==> src/rtl/i2c_slave_gen2.sv <==
// I2C slave with register read/write interface, filtered Sclk/Sda and 8/16-bit addressing.
// Build option: define I2C_SLV_AUTOINC_EN to advance the address pointer after each Wr_vld / Rd_req.
`timescale 1ns/1ps

module i2c_slave_gen2 #(
    parameter logic [6:0] DEV_ADDR = 7'h50,
    parameter int         ADDR_W   = 8,
    parameter int         FILT_LEN = 3
) (
    input  logic              Clk,
    input  logic              Rst_n,
    input  logic              Sclk,
    input  logic              Sda_in,
    output logic              Sda_oe,
    output logic              Sda_o,
    output logic              rw_flag,
    output logic              Wr_vld,
    output logic [ADDR_W-1:0] Wr_addr,
    output logic [7:0]        Wr_data,
    output logic              Rd_req,
    output logic [ADDR_W-1:0] Rd_addr,
    input  logic [7:0]        Rd_data,
    output logic              Rd_vld,
    output logic              busy
);

`ifdef I2C_SLV_AUTOINC_EN
    localparam bit AUTOINC = 1'b1;
`else
    localparam bit AUTOINC = 1'b0;
`endif

    localparam int FCW        = (FILT_LEN > 1) ? $clog2(FILT_LEN) : 1;
    localparam int ADDR_BYTES = ADDR_W / 8;

    // state    | meaning
    // IDLE     | waiting for START
    // DEV      | receiving device address + R/W
    // DEV_ACK  | driving ACK for device address
    // ADDR     | receiving a register address byte
    // ADDR_ACK | driving ACK for an address byte
    // WR       | receiving a write data byte
    // WR_ACK   | driving ACK for a write data byte
    // RD       | shifting out a read data byte
    // RD_ACK   | sampling master ACK/NACK
    typedef enum logic [3:0] {
        S_IDLE, S_DEV, S_DEV_ACK, S_ADDR, S_ADDR_ACK,
        S_WR, S_WR_ACK, S_RD, S_RD_ACK
    } state_t;

    logic [1:0]     r_sync1;
    logic [1:0]     r_sync2;
    logic [1:0]     r_filt;
    logic [FCW-1:0] r_fcnt [2];
    logic           r_scl_d;
    logic           r_sda_d;

    state_t            r_state;
    logic [2:0]        r_bit_cnt;
    logic [7:0]        r_shift;
    logic [ADDR_W-1:0] r_ptr;
    logic              r_abyte_left;
    logic [1:0]        r_rd_pipe;

    logic              w_scl;
    logic              w_sda;
    logic              w_scl_rise;
    logic              w_scl_fall;
    logic              w_start;
    logic              w_stop;
    logic [7:0]        w_byte;
    logic [ADDR_W-1:0] w_ptr_load;

    // index 0 = Sclk, 1 = Sda; a change is accepted after FILT_LEN stable cycles
    always_ff @(posedge Clk or negedge Rst_n) begin
        if (!Rst_n) begin
            r_sync1 <= 2'b11;
            r_sync2 <= 2'b11;
            r_filt  <= 2'b11;
            r_scl_d <= 1'b1;
            r_sda_d <= 1'b1;
            for (int i = 0; i < 2; i++) r_fcnt[i] <= FCW'(FILT_LEN - 1);
        end else begin
            r_sync1 <= {Sda_in, Sclk};
            r_sync2 <= r_sync1;
            r_scl_d <= r_filt[0];
            r_sda_d <= r_filt[1];
            for (int i = 0; i < 2; i++) begin
                if (r_sync2[i] == r_filt[i]) begin
                    r_fcnt[i] <= FCW'(FILT_LEN - 1);
                end else if (r_fcnt[i] == '0) begin
                    r_filt[i] <= r_sync2[i];
                    r_fcnt[i] <= FCW'(FILT_LEN - 1);
                end else begin
                    r_fcnt[i] <= r_fcnt[i] - 1'b1;
                end
            end
        end
    end

    assign w_scl      = r_filt[0];
    assign w_sda      = r_filt[1];
    assign w_scl_rise = w_scl & ~r_scl_d;
    assign w_scl_fall = ~w_scl & r_scl_d;
    assign w_start    = w_scl & r_scl_d & r_sda_d & ~w_sda;
    assign w_stop     = w_scl & r_scl_d & ~r_sda_d & w_sda;
    assign w_byte     = {r_shift[6:0], w_sda};

    generate
        if (ADDR_W == 8) begin : g_ptr8
            assign w_ptr_load = w_byte;
        end else begin : g_ptr16
            assign w_ptr_load = {r_ptr[ADDR_W-9:0], w_byte};
        end
    endgenerate

    always_ff @(posedge Clk or negedge Rst_n) begin
        if (!Rst_n) begin
            r_state      <= S_IDLE;
            r_bit_cnt    <= 3'd0;
            r_shift      <= 8'd0;
            r_ptr        <= '0;
            r_abyte_left <= 1'b0;
            r_rd_pipe    <= 2'b00;
            Sda_oe       <= 1'b0;
            Sda_o        <= 1'b1;
            rw_flag      <= 1'b0;
            Wr_vld       <= 1'b0;
            Wr_addr      <= '0;
            Wr_data      <= 8'd0;
            Rd_req       <= 1'b0;
            Rd_addr      <= '0;
            Rd_vld       <= 1'b0;
            busy         <= 1'b0;
        end else begin
            Wr_vld    <= 1'b0;
            Rd_req    <= 1'b0;
            Rd_vld    <= 1'b0;
            r_rd_pipe <= {r_rd_pipe[0], Rd_req};
            // Rd_data is valid two cycles after the Rd_req pulse
            if (r_rd_pipe[1]) begin
                r_shift <= Rd_data;
                Rd_vld  <= 1'b1;
            end

            if (w_stop) begin
                r_state <= S_IDLE;
                Sda_oe  <= 1'b0;
                Sda_o   <= 1'b1;
                busy    <= 1'b0;
            end else if (w_start) begin
                r_state   <= S_DEV;
                r_bit_cnt <= 3'd0;
                Sda_oe    <= 1'b0;
                Sda_o     <= 1'b1;
                busy      <= 1'b1;
            end else begin
                case (r_state)
                    S_IDLE: ;
                    S_DEV, S_ADDR, S_WR: begin
                        if (w_scl_fall) begin
                            Sda_oe <= 1'b0;
                            Sda_o  <= 1'b1;
                        end
                        if (w_scl_rise) begin
                            r_shift   <= w_byte;
                            r_bit_cnt <= r_bit_cnt + 3'd1;
                            if (r_bit_cnt == 3'd7) begin
                                if (r_state == S_DEV) begin
                                    if (w_byte[7:1] == DEV_ADDR) begin
                                        r_state <= S_DEV_ACK;
                                        rw_flag <= w_byte[0];
                                    end else begin
                                        r_state <= S_IDLE;
                                        busy    <= 1'b0;
                                    end
                                end else if (r_state == S_ADDR) begin
                                    r_ptr   <= w_ptr_load;
                                    r_state <= S_ADDR_ACK;
                                end else begin
                                    Wr_vld  <= 1'b1;
                                    Wr_addr <= r_ptr;
                                    Wr_data <= w_byte;
                                    if (AUTOINC) r_ptr <= r_ptr + 1'b1;
                                    r_state <= S_WR_ACK;
                                end
                            end
                        end
                    end
                    S_DEV_ACK, S_ADDR_ACK, S_WR_ACK: begin
                        if (w_scl_fall) begin
                            Sda_oe <= 1'b1;
                            Sda_o  <= 1'b0;
                        end
                        // master samples the ACK on this rise; the next state's fall releases or drives data
                        if (w_scl_rise) begin
                            r_bit_cnt <= 3'd0;
                            if (r_state == S_DEV_ACK && rw_flag) begin
                                r_state <= S_RD;
                                Rd_req  <= 1'b1;
                                Rd_addr <= r_ptr;
                                if (AUTOINC) r_ptr <= r_ptr + 1'b1;
                            end else if (r_state == S_DEV_ACK) begin
                                r_state      <= S_ADDR;
                                r_abyte_left <= 1'(ADDR_BYTES - 1);
                            end else if (r_state == S_ADDR_ACK && r_abyte_left) begin
                                r_state      <= S_ADDR;
                                r_abyte_left <= 1'b0;
                            end else begin
                                r_state <= S_WR;
                            end
                        end
                    end
                    S_RD: begin
                        if (w_scl_fall) begin
                            Sda_oe  <= 1'b1;
                            Sda_o   <= r_shift[7];
                            r_shift <= {r_shift[6:0], 1'b1};
                        end
                        if (w_scl_rise) begin
                            r_bit_cnt <= r_bit_cnt + 3'd1;
                            if (r_bit_cnt == 3'd7) r_state <= S_RD_ACK;
                        end
                    end
                    S_RD_ACK: begin
                        if (w_scl_fall) begin
                            Sda_oe <= 1'b0;
                            Sda_o  <= 1'b1;
                        end
                        if (w_scl_rise) begin
                            r_bit_cnt <= 3'd0;
                            if (!w_sda) begin
                                r_state <= S_RD;
                                Rd_req  <= 1'b1;
                                Rd_addr <= r_ptr;
                                if (AUTOINC) r_ptr <= r_ptr + 1'b1;
                            end else begin
                                r_state <= S_IDLE;
                                busy    <= 1'b0;
                            end
                        end
                    end
                    default: r_state <= S_IDLE;
                endcase
            end
        end
    end

endmodule
==> config.mk <==
export PLATFORM = sky130hd
export DESIGN_NAME = i2c_slave_gen2
export DESIGN_NICKNAME = d
export VERILOG_FILES = /design/src/rtl/i2c_slave_gen2.sv
export SDC_FILE = /design/constraint.sdc
export NUM_CORES = 1
export LEC_CHECK = 0
export CAP_MARGIN = 40
export CORE_ASPECT_RATIO = 1.5
export CORE_UTILIZATION = 58
export CTS_CLUSTER_SIZE = 40
export DETAILED_ROUTE_END_ITERATION = 8
export PLACE_DENSITY = 0.86
export SETUP_SLACK_MARGIN = 0.5
export SYNTH_ARGS = -nofsm -noshare
export SYNTH_HDL_FRONTEND = slang
export SYNTH_SLANG_ARGS = --single-unit
==> constraint.sdc <==
create_clock -name Clk -period 4.2 [get_ports Clk]
set_input_delay 0.63 -clock Clk [delete_from_list [all_inputs] [get_ports Clk]]
set_output_delay 0.63 -clock Clk [all_outputs]
set_load 0.005 [all_outputs]
==> results.md, run 1 <==
- Status: complete, no violations
- R2R depth: 4
- Area grow syn2layout: 20.9%
- Distinct cell type count of the synthesized netlist: 48
- Fmax achieved: approximately 0.45 GHz
- CP cell instances: nor2b_1 > and3_4 > nand3b_4 > mux2_4
- CP Max Fanout: 18
- CP top delay family: simple AND/OR/NAND/NOR gates
- Post-layout util: ~73%
- Grt met1 use: between 20% and 30%
- Hold_buf cts: 0
- Routability cong.: slightly below 0.9
- CTS tree: yes
- Setup_tns: 0 ns
- First-pass GRT wire length: 10500 µm
- Clock Sinks: 68
- Post-CTS Resized: 0
- Buf+Inv Stages, Crit Path: 0
- Fin. max-slew vios: 0
- Height of the die: roughly 92 µm
- Rel. slew slack: 62.5%
- Skew-Pair Late Insertion Delay: 0.34 ns
- H-tree lvl count: 3
- Ys Warns: 0
- Crit path arrival time: 2.44 ns
- Register area share after synthesis: 55.4%
- Main synth FF type: dfrtp_1
- Row count: 32
- Yosys reg bits: 68
- Syn avg cell area: 11.9 µm²
- Clock skew: 0.00746 ns
- # diodes: 0
- Commonest cells in the netlist: 57 x dfrtp_1, 28 x nand2_1, 25 x mux2_2
- Gr ovfl total: 0
- DR DRC count: 0
- Pre-antenna DRT Iters: 4
- Clk slew on worst S/H paths: 0.08 ns
- Setup-failing EPs final: 0
- Most frequent cell after synthesis: dfrtp_1
- Total CTS buffers: 9
- LEAKAGE: 1.72 nW
- FFs w/ async S/R, synth: 100%
- Number of global-route vias before repair: between 2000 and 2500
- Vias/cell: 5.64
- Initial antenna violation count: 0
- Max-cap viol count: 0
- Gr busiest metal: met2
- Via count: approximately 2100
- ANT nets after route: 0
- Power density over the cells: 490 mW/mm²
- Slew @ Worst Pin: approximately 0.56 ns
- PortBufs: between 40 and 50
- Synth Instances: 261
- GR Util met3: 6.84%
- Met2 Track Usage GR: 43.5%
- Startpoint types: flip-flop
- Final hold viol count: 0
- Slowest stage delay, CP: 0.61 ns
- IO Count: 43
- Starting Density: about 60%
- Synthesized cell area: 0.00310 mm²
- Fin crit period: 2.21 ns
- Highest-delay cell along the critical path: dfrtp_1
- R2R setup slack: 1.99 ns
- Area share of the largest cell type after synthesis: 46.0%
- Number of flops mapped to enable cells by yosys: 0
- WL/cell: between 15 and 20 µm
- Design Power: 1.84 mW
- Critical path class: reg -> reg
- Mapped Nets: 279
- WP depth: 4
- Peak supply drop: 393 µV
- Final net count: 321
- Period utilization: 52.6%
- Min-Delay Path Class: in -> async
- Total global-route track usage: 26.0%
- Fin cells: 376
- FF-to-FF End: Wr_data[3]
- Die width: about 62 µm
- Die ar.: 0.00564 mm²
- Share of cells above drive strength 1: 22.1%
- Critical Path RT: 4.43 ns
- CP endpoint kind: flip-flop
- Reg2reg start: r_state[0]
- Placed Cells: 360
- Hpwl dp: 4510 µm
- Final wirelength: 6420 µm
- Root Buffer: clkbuf_8
- Largest net degree at the start of global routing: 38
- Post-CTS setup buffers: 0
- CTS Buffer Depth: 2
- Drt first-iter violations: between 70 and 80
- RSZ-0062 raised after global routing: false
- Final hold slack: around 0.12 ns
- Top area cells in the synthesized netlist: dfrtp_1 46%, dfstp_2 9.3%, mux2_2 9.1%, mux2_4 3.4%, nand2_1 3.4%
- Core ar.: 0.00512 mm²
- Synth area leader: dfrtp_1
## power breakdown
group / leakage (nW) / internal (mW) / switching, mW
Clock: 0.0876 / 0.246 / 0.251
Sequential: 0.870 / 0.772 / 0.140
Combinational: 0.766 / 0.191 / 0.235
Total: 1.72 / 1.21 / 0.626
## kinds of logic after synthesis
family,count (synthesis),synth area share [%]
adders and majority gates,6,2.42
buffers and inverters,22,3.31
muxes,41,15.4
AOI/OAI and AO/OA,47,9.45
and+or+nand+nor,72,12.6
DFF,68,55.4
xor gates and xnor gates,5,1.41
## worst max path at each step
stage          startpoint          to  slack [ns]
4_1_cts        r_state[0]  Wr_data[3]        2.00
6_report       r_state[0]  Wr_data[3]        1.99
3_5_place_dp   r_state[0]  Wr_data[3]        2.02
3_3_place_gp   r_state[0]  Wr_data[2]        2.12
2_1_floorplan   r_filt[0]  Wr_addr[4]        2.40
5_1_grt        r_state[0]  Wr_data[3]        1.89
## per-layer routing
metal  routed length [µm]  part of all wire [%]  up-vias
met3                  240                   3.7       20
met1                 2500                    39     1047
met4                  225                   3.5        0
li1                     -                     -      988
met2                 3450                    54       66
met5                    0                     0        -
## layout make-up
class                           instances  area [µm²]
Sequential cell                        68        1720
Fill cell                             353        1380
Multi-Input combinational cell        171        1280
Timing Repair Buffer                   44         443
Clock buffer                           11         151
Tap cell                               68        85.1
Clock inverter                          5        36.3
Inverter                                9        33.8
## stage by stage
stage | cell area (µm²) | setup slack, ns
3_5_place_dp | 3560 | 2.02
6_report | 3740 | 1.99
4_1_cts | 3740 | 2.00
5_1_grt | 3740 | 1.89
2_1_floorplan | 3100 | 2.40
3_3_place_gp | 3540 | 2.12
## flip-flops by register name, indices dropped and copies added (netlist names), 2 cells and up
name	count
r_sync2	2
r_shift	8
r_ptr	8
r_bit_cnt	3
r_filt	2
Rd_addr	8
r_state	4
Wr_data	8
r_rd_pipe	2
Wr_addr	8
r_sync1	2
r_fcnt	4
## placed cells by master, fill, tap and decap left out, types with 3 or more instances in the layout
master            n
ha_1              6
inv_1             9
nor4_1            3
mux2_4            7
clkdlybuf4s50_1  41
clkbuf_8         11
mux2_2           25
nor2_1           14
mux2i_1           9
clkinvlp_4        3
and2_1            4
a21oi_1          13
xor2_1            3
dfstp_2          11
o21ai_0          15
dfrtp_1          57
nor2b_1           7
nand2_1          28
No activity file was read; power rests on OpenSTA's default activity.
==> run 2, diff against run 1 <==
--- a/config.mk
+++ b/config.mk
@@ -7,10 +7,10 @@
 export LEC_CHECK = 0
 export CAP_MARGIN = 40
 export CORE_ASPECT_RATIO = 1.5
-export CORE_UTILIZATION = 58
+export CORE_UTILIZATION = 54
 export CTS_CLUSTER_SIZE = 40
 export DETAILED_ROUTE_END_ITERATION = 8
-export PLACE_DENSITY = 0.86
+export PLACE_DENSITY = 0.81
 export SETUP_SLACK_MARGIN = 0.5
 export SYNTH_ARGS = -nofsm -noshare
 export SYNTH_HDL_FRONTEND = slang
==> constraint.sdc (replaced) <==
create_clock -name Clk -period 2.06 [get_ports Clk]
set_input_delay 0.309 -clock Clk [delete_from_list [all_inputs] [get_ports Clk]]
set_output_delay 0.309 -clock Clk [all_outputs]
set_load 0.005 [all_outputs]
==> results.md, run 2 (synthesized netlist as in run 1, its figures left out) <==
- Status: complete, no violations
- Final hold slack: 0.359 ns (+0.235 ns)
- Share of cells above drive strength 1: 37.7% (+16 points)
- R2R depth: 5 (+1)
- Drt first-iter violations: 142 (+97%)
- CTS Buffer Depth: 2 (unchanged)
- Setup-failing EPs final: 0 (unchanged)
- Hold path depth: 0
- Root Buffer: clkbuf_8
- Final hold viol count: 0 (unchanged)
- Design Power: 4.32 mW (+140%)
- Crit path arrival time: 1.98 ns (-0.46 ns)
- Number of global-route vias before repair: 2336 (+7.7%)
- CP endpoint kind: flip-flop
- # diodes: 0 (unchanged)
- Row count: 33 (+3.1%)
- Max-cap viol count: 0 (unchanged)
- Pre-antenna DRT Iters: 4 (unchanged)
- Clock Sinks: 68 (unchanged)
- CTS tree: yes
- Fmax achieved: 0.573 GHz (+27%)
- Critical Path RT: 2.30 ns (-2.13 ns)
- Critical path class: reg -> reg
- Via count: 2384 (+12%)
- LEAKAGE: 2.33 nW (+35%)
- Core ar.: 0.00549 mm² (+7.2%)
- Largest net degree at the start of global routing: 69 (+82%)
- Total global-route track usage: 26.7% (+0.74 points)
- Commonest non-fill, non-tap cell in the layout: dfrtp_1
- Power density over the cells: 1000 mW/mm² (+100%)
- PortBufs: 42 (unchanged)
- IO Count: 43 (unchanged)
- Area grow syn2layout: 39.1%
- Hpwl dp: 4360 µm (-3.4%)
- Routability cong.: 0.872 (-2.4%)
- Fin. max-slew vios: 0 (unchanged)
- Height of the die: 94.8 µm (+3.6%)
- Total CTS buffers: 9 (unchanged)
- DR DRC count: 0 (unchanged)
- Die ar.: 0.00605 mm² (+7.2%)
- WL/cell: 19.2 µm (+12%)
- Slew @ Worst Pin: 0.438 ns (-0.119 ns)
- Die width: 63.8 µm (+3.5%)
- Final wirelength: 8050 µm (+26%)
- Starting Density: 56.4% (-4.0 points)
- Clk slew on worst S/H paths: 0.08 ns (about the same)
- CP Max Fanout: 9 (-9)
- Vias/cell: 5.68 (+0.62%)
- Peak supply drop: 797 µV (+100%)
- Clock skew: 0.0112 ns (+0.00378 ns)
- Most frequent cells in the layout: 54 x dfrtp_1, 33 x buf_4, 26 x nand2_1, 26 x clkdlybuf4s50_1, 22 x mux2_2
- Initial antenna violation count: 0 (unchanged)
- Final net count: 363 (+13%)
- ANT nets after route: 0 (unchanged)
- Period utilization: 84.7% (+32 points)
- H-tree lvl count: 3 (unchanged)
- R2R setup slack: 0.32 ns (-1.68 ns)
- Gr ovfl total: 0 (unchanged)
- Min-Delay Path Class: reg -> reg
- Setup_tns: 0 ns (unchanged)
- RSZ-0062 raised after global routing: true
- Startpoint types: flip-flop
- Fin crit period: 1.74 ns (-0.465 ns)
- First-pass GRT wire length: 11800 µm (+12%)
- Skew-Pair Late Insertion Delay: 0.35 ns (about the same)
- Rel. slew slack: 70.6% (+8.1 points)
[run 2: layout make-up]
cell class	count	area [µm²]
Clock buffer	9	124
Clock inverter	7	76.3
Fill cell	319	1180
Inverter	9	33.8
Multi-Input combinational cell	173	1440
Sequential cell	68	1720
Tap cell	70	87.6
Timing Repair Buffer	84	825
[run 2: layer usage]
metal | part of all wire, % | GRT usage (%) | vias to the layer above
li1 | - | - | 1079
met1 | 37 | 28.9 | 1180
met2 | 54 | 48.1 | 91
met3 | 3.8 | 6.16 | 34
met4 | 4.7 | 13.6 | 0
met5 | 0 | 0 | -
[run 2: path summary, 6_finish.rpt]
check	startpoint	endpoint
worst max-delay path	r_scl_d	Wr_data[7]
worst min-delay path	r_sync1[0]	r_sync2[0]
worst max register to register	r_scl_d	Wr_data[7]
worst min register to register	r_sync1[0]	r_sync2[0]
max in group asynchronous	Rst_n	r_sync2[1]
min in group asynchronous	Rst_n	Wr_addr[3]
[run 2: repair_timing]
| item | in CTS | in global routing |
|---|---|---|
| resized for setup | 29 | 33 |
| hold buffers | 1 | 0 |
| gates cloned | 2 | 1 |
| buffers inserted | 12 | 15 |
| endpoints found under the setup margin | 51 | 66 |
| pin swaps | 9 | 6 |
| hold endpoints to repair | 57 | 0 |
[run 2: through the flow]
stage / area, µm² / setup WS (ns) / std cells / utilization [%]
finish: 4310 / 0.316 / 420 / 78.5
global route: 4310 / 0.249 / 420 / 78.5
global placement: 3650 / 0.269 / 373 / 66.4
detailed placement: 3650 / 0.215 / 373 / 66.4
floorplan: 3110 / 0.316 / 261 / -
CTS: 4090 / 0.330 / 404 / 74.4
[run 2: where the power goes]
part / internal, mW / switching, mW
registers: 1.57 / 0.172
logic: 0.640 / 0.808
clock network: 0.565 / 0.566
[run 2: critical path: stages, from the launching register on]
cell      delay (ns)
dfstp_2         0.56
and2b_2         0.24
and3_4          0.19
nand3b_4        0.13
buf_12          0.15
mux2_2          0.36
==> run 3, diff against run 2 <==
==> constraint.sdc (replaced) <==
create_clock -name Clk -period 1.7 [get_ports Clk]
set_input_delay 0.255 -clock Clk [delete_from_list [all_inputs] [get_ports Clk]]
set_output_delay 0.255 -clock Clk [all_outputs]
set_load 0.005 [all_outputs]
==> results.md, run 3 (synthesized netlist as in run 1, its figures left out) <==
- Fillers: 245 (-23%)
- Max-cap viol count: 0 (unchanged)
- Slew @ Worst Pin: 0.370 ns (-0.0682 ns)
- LEAKAGE: 2.38 nW (+2.3%)
- CTS Buffer Depth: 2 (unchanged)
- Hold Path End: r_sync1[0]
- Hpwl dp: 4720 µm (+8.3%)
- Crit path arrival time: 2.07 ns (+0.09 ns)
- Drt first-iter violations: 201 (+42%)
- Vias/cell: 5.99 (+5.5%)
- Critical Path RT: 1.95 ns (-0.35 ns)
- Final wirelength: 10600 µm (+32%)
- WL/cell: 23.6 µm (+23%)
- RSZ-0062 raised after global routing: true
- Final Instance Area: 0.00477 mm² (+11%)
- FF-to-FF End: r_state[2]
- Fmax achieved: 0.548 GHz (-4.4%)
- Row count: 33 (unchanged)
- CP endpoint kind: flip-flop
- Pre-antenna DRT Iters: 4 (unchanged)
- Most frequent cells in the layout: 56 x dfrtp_1, 41 x buf_4, 30 x mux2_4
- H-tree lvl count: 3 (unchanged)
- Critical path class: reg -> reg
- R2R setup slack: -0.12 ns (-0.44 ns)
- Sw Ratio: 38.2% (+2.4 points)
- Root Buffer: clkbuf_8
- PortBufs: 42 (unchanged)
- Status: finished with violations
- Via count: 2688 (+13%)
- Setup-failing EPs final: 9 (+9)
- CP Max Fanout: 4 (-5)
- Total global-route track usage: 29.3% (+2.5 points)
- Setup_tns: -0.566 ns (-0.566 ns)
- R2R depth: 7 (+2)
- Largest net degree at the start of global routing: 69 (unchanged)
- Hold path depth: 1 (+1)
- Internal power: 3.84 mW (+38%)
- Seq pwr share: 34.4% (-6.0 points)
- Power density over the cells: 1300 mW/mm² (+30%)
- Hold Path Origin: Sclk
- Post-layout util: 86.9% (+8.4 points)
- Clock skew: 0.00933 ns (-0.00191 ns)
- Core ar.: 0.00549 mm² (unchanged)
- Rel. slew slack: 75.1% (+4.5 points)
- Height of the die: 94.8 µm (unchanged)
- ANT nets after route: 0 (unchanged)
- Commonest non-fill, non-tap cell in the layout: dfrtp_1
- # diodes: 0 (unchanged)
- Total CTS buffers: 9 (unchanged)
- Startpoint types: flip-flop
- Clock Sinks: 68 (unchanged)
- Final hold viol count: 0 (unchanged)
- Peak supply drop: 942 µV (+18%)
- Failing checks: setup timing
- Post-placement cell area: 0.00382 mm² (+4.9%)
- Skew-Pair Late Insertion Delay: 0.36 ns (about the same)
- Fin crit period: 1.82 ns (+0.0802 ns)
- Setup WS post-layout: -0.124 ns (-0.440 ns)
- Clock network power share: 19.9% (-6.2 points)
- DR DRC count: 0 (unchanged)
- Final hold slack: 0.298 ns (-0.0605 ns)
- Gr ovfl total: 0 (unchanged)
- First-pass GRT wire length: 12800 µm (+8.6%)
- NetSw: 2.37 mW (+53%)
- IO Count: 43 (unchanged)
- Number of global-route vias before repair: 2528 (+8.2%)
- Fin. max-slew vios: 0 (unchanged)
- Gate power share: 45.7% (+12 points)
- Final net count: 393 (+8.3%)
- Setup WS pre-CTS: -0.0857 ns (-0.301 ns)
- CTS tree: yes
- Initial antenna violation count: 0 (unchanged)
- Share of cells above drive strength 1: 60.2% (+22 points)
- Routability cong.: 0.951 (+9.0%)
- Die width: 63.8 µm (unchanged)
- Min-Delay Path Class: in -> reg
- Period utilization: 107% (+23 points)
- Area grow syn2layout: 54.0%
- Die ar.: 0.00605 mm² (unchanged)
- Starting Density: 56.4% (unchanged)
- Clk slew on worst S/H paths: 0.08 ns (about the same)
- Reg2reg start: r_bit_cnt[1]
## run 3: area by class of cell
class / instances / area, µm² / area share [%]
clock inverter: 4 / 25.0 / 0.525
multi-input combinational: 171 / 1720 / 36.1
tap: 70 / 87.6 / 1.84
inverter: 9 / 38.8 / 0.813
sequential: 68 / 1720 / 36.0
clock buffer: 11 / 151 / 3.17
timing repair buffer: 116 / 1030 / 21.5
## run 3: stage by stage
| step | total power [mW] | std cells |
|---|---|---|
| 3_3_place_gp | 3.67 | 390 |
| 5_1_grt | 6.41 | 449 |
| 6_report | 6.21 | 449 |
| 3_5_place_dp | 3.74 | 390 |
| 2_1_floorplan | 3.09 | 261 |
| 4_1_cts | 5.43 | 433 |
## run 3: worst max-delay path by stage
| stage | endpoint | cells past startpoint | from | slack, ns |
|---|---|---|---|---|
| floorplan | Wr_addr[4] | 6 | r_filt[0] | -0.04 |
| global placement | r_state[3] | 5 | r_filt[1] | 0.002 |
| detailed placement | r_state[3] | 5 | r_filt[1] | -0.09 |
| CTS | Wr_addr[0] | 5 | r_filt[0] | 0.03 |
| global route | rw_flag | 5 | r_shift[2] | -0.18 |
| finish | r_state[2] | 7 | r_bit_cnt[1] | -0.12 |
## run 3: power by group through the flow
stage	registers (mW)	logic, mW	clock network [mW]
finish	2.14	2.84	1.23
global route	2.15	2.96	1.30
CTS	2.08	2.13	1.22
detailed placement	2.12	1.62	0
global placement	2.11	1.56	0
floorplan	2.09	1.00	0
## run 3: worst max-delay path, stage by stage (launching register included)
cell      delay (ns)
dfrtp_1         0.40
ha_2            0.21
ha_4            0.17
or2b_1          0.26
a21oi_2         0.19
buf_4           0.15
o21bai_4        0.07
mux2_2          0.28
## run 3: timing repair
item                                    in CTS  in global routing
cloned                                       2                  1
pin swaps                                   14                 17
resized for setup                          140                 97
endpoints found under the hold margin       57                  0
endpoints found under the setup margin      84                 76
hold buffers                                 1                  0
buffers inserted                            25                 15
## run 3: routing by layer
metal	part of all wire (%)	wire length, µm	global-route usage [%]
met5	0	0	0
met4	5.4	569	22.0
met3	6.3	672	4.47
met2	51	5380	48.1
met1	38	3980	34.3
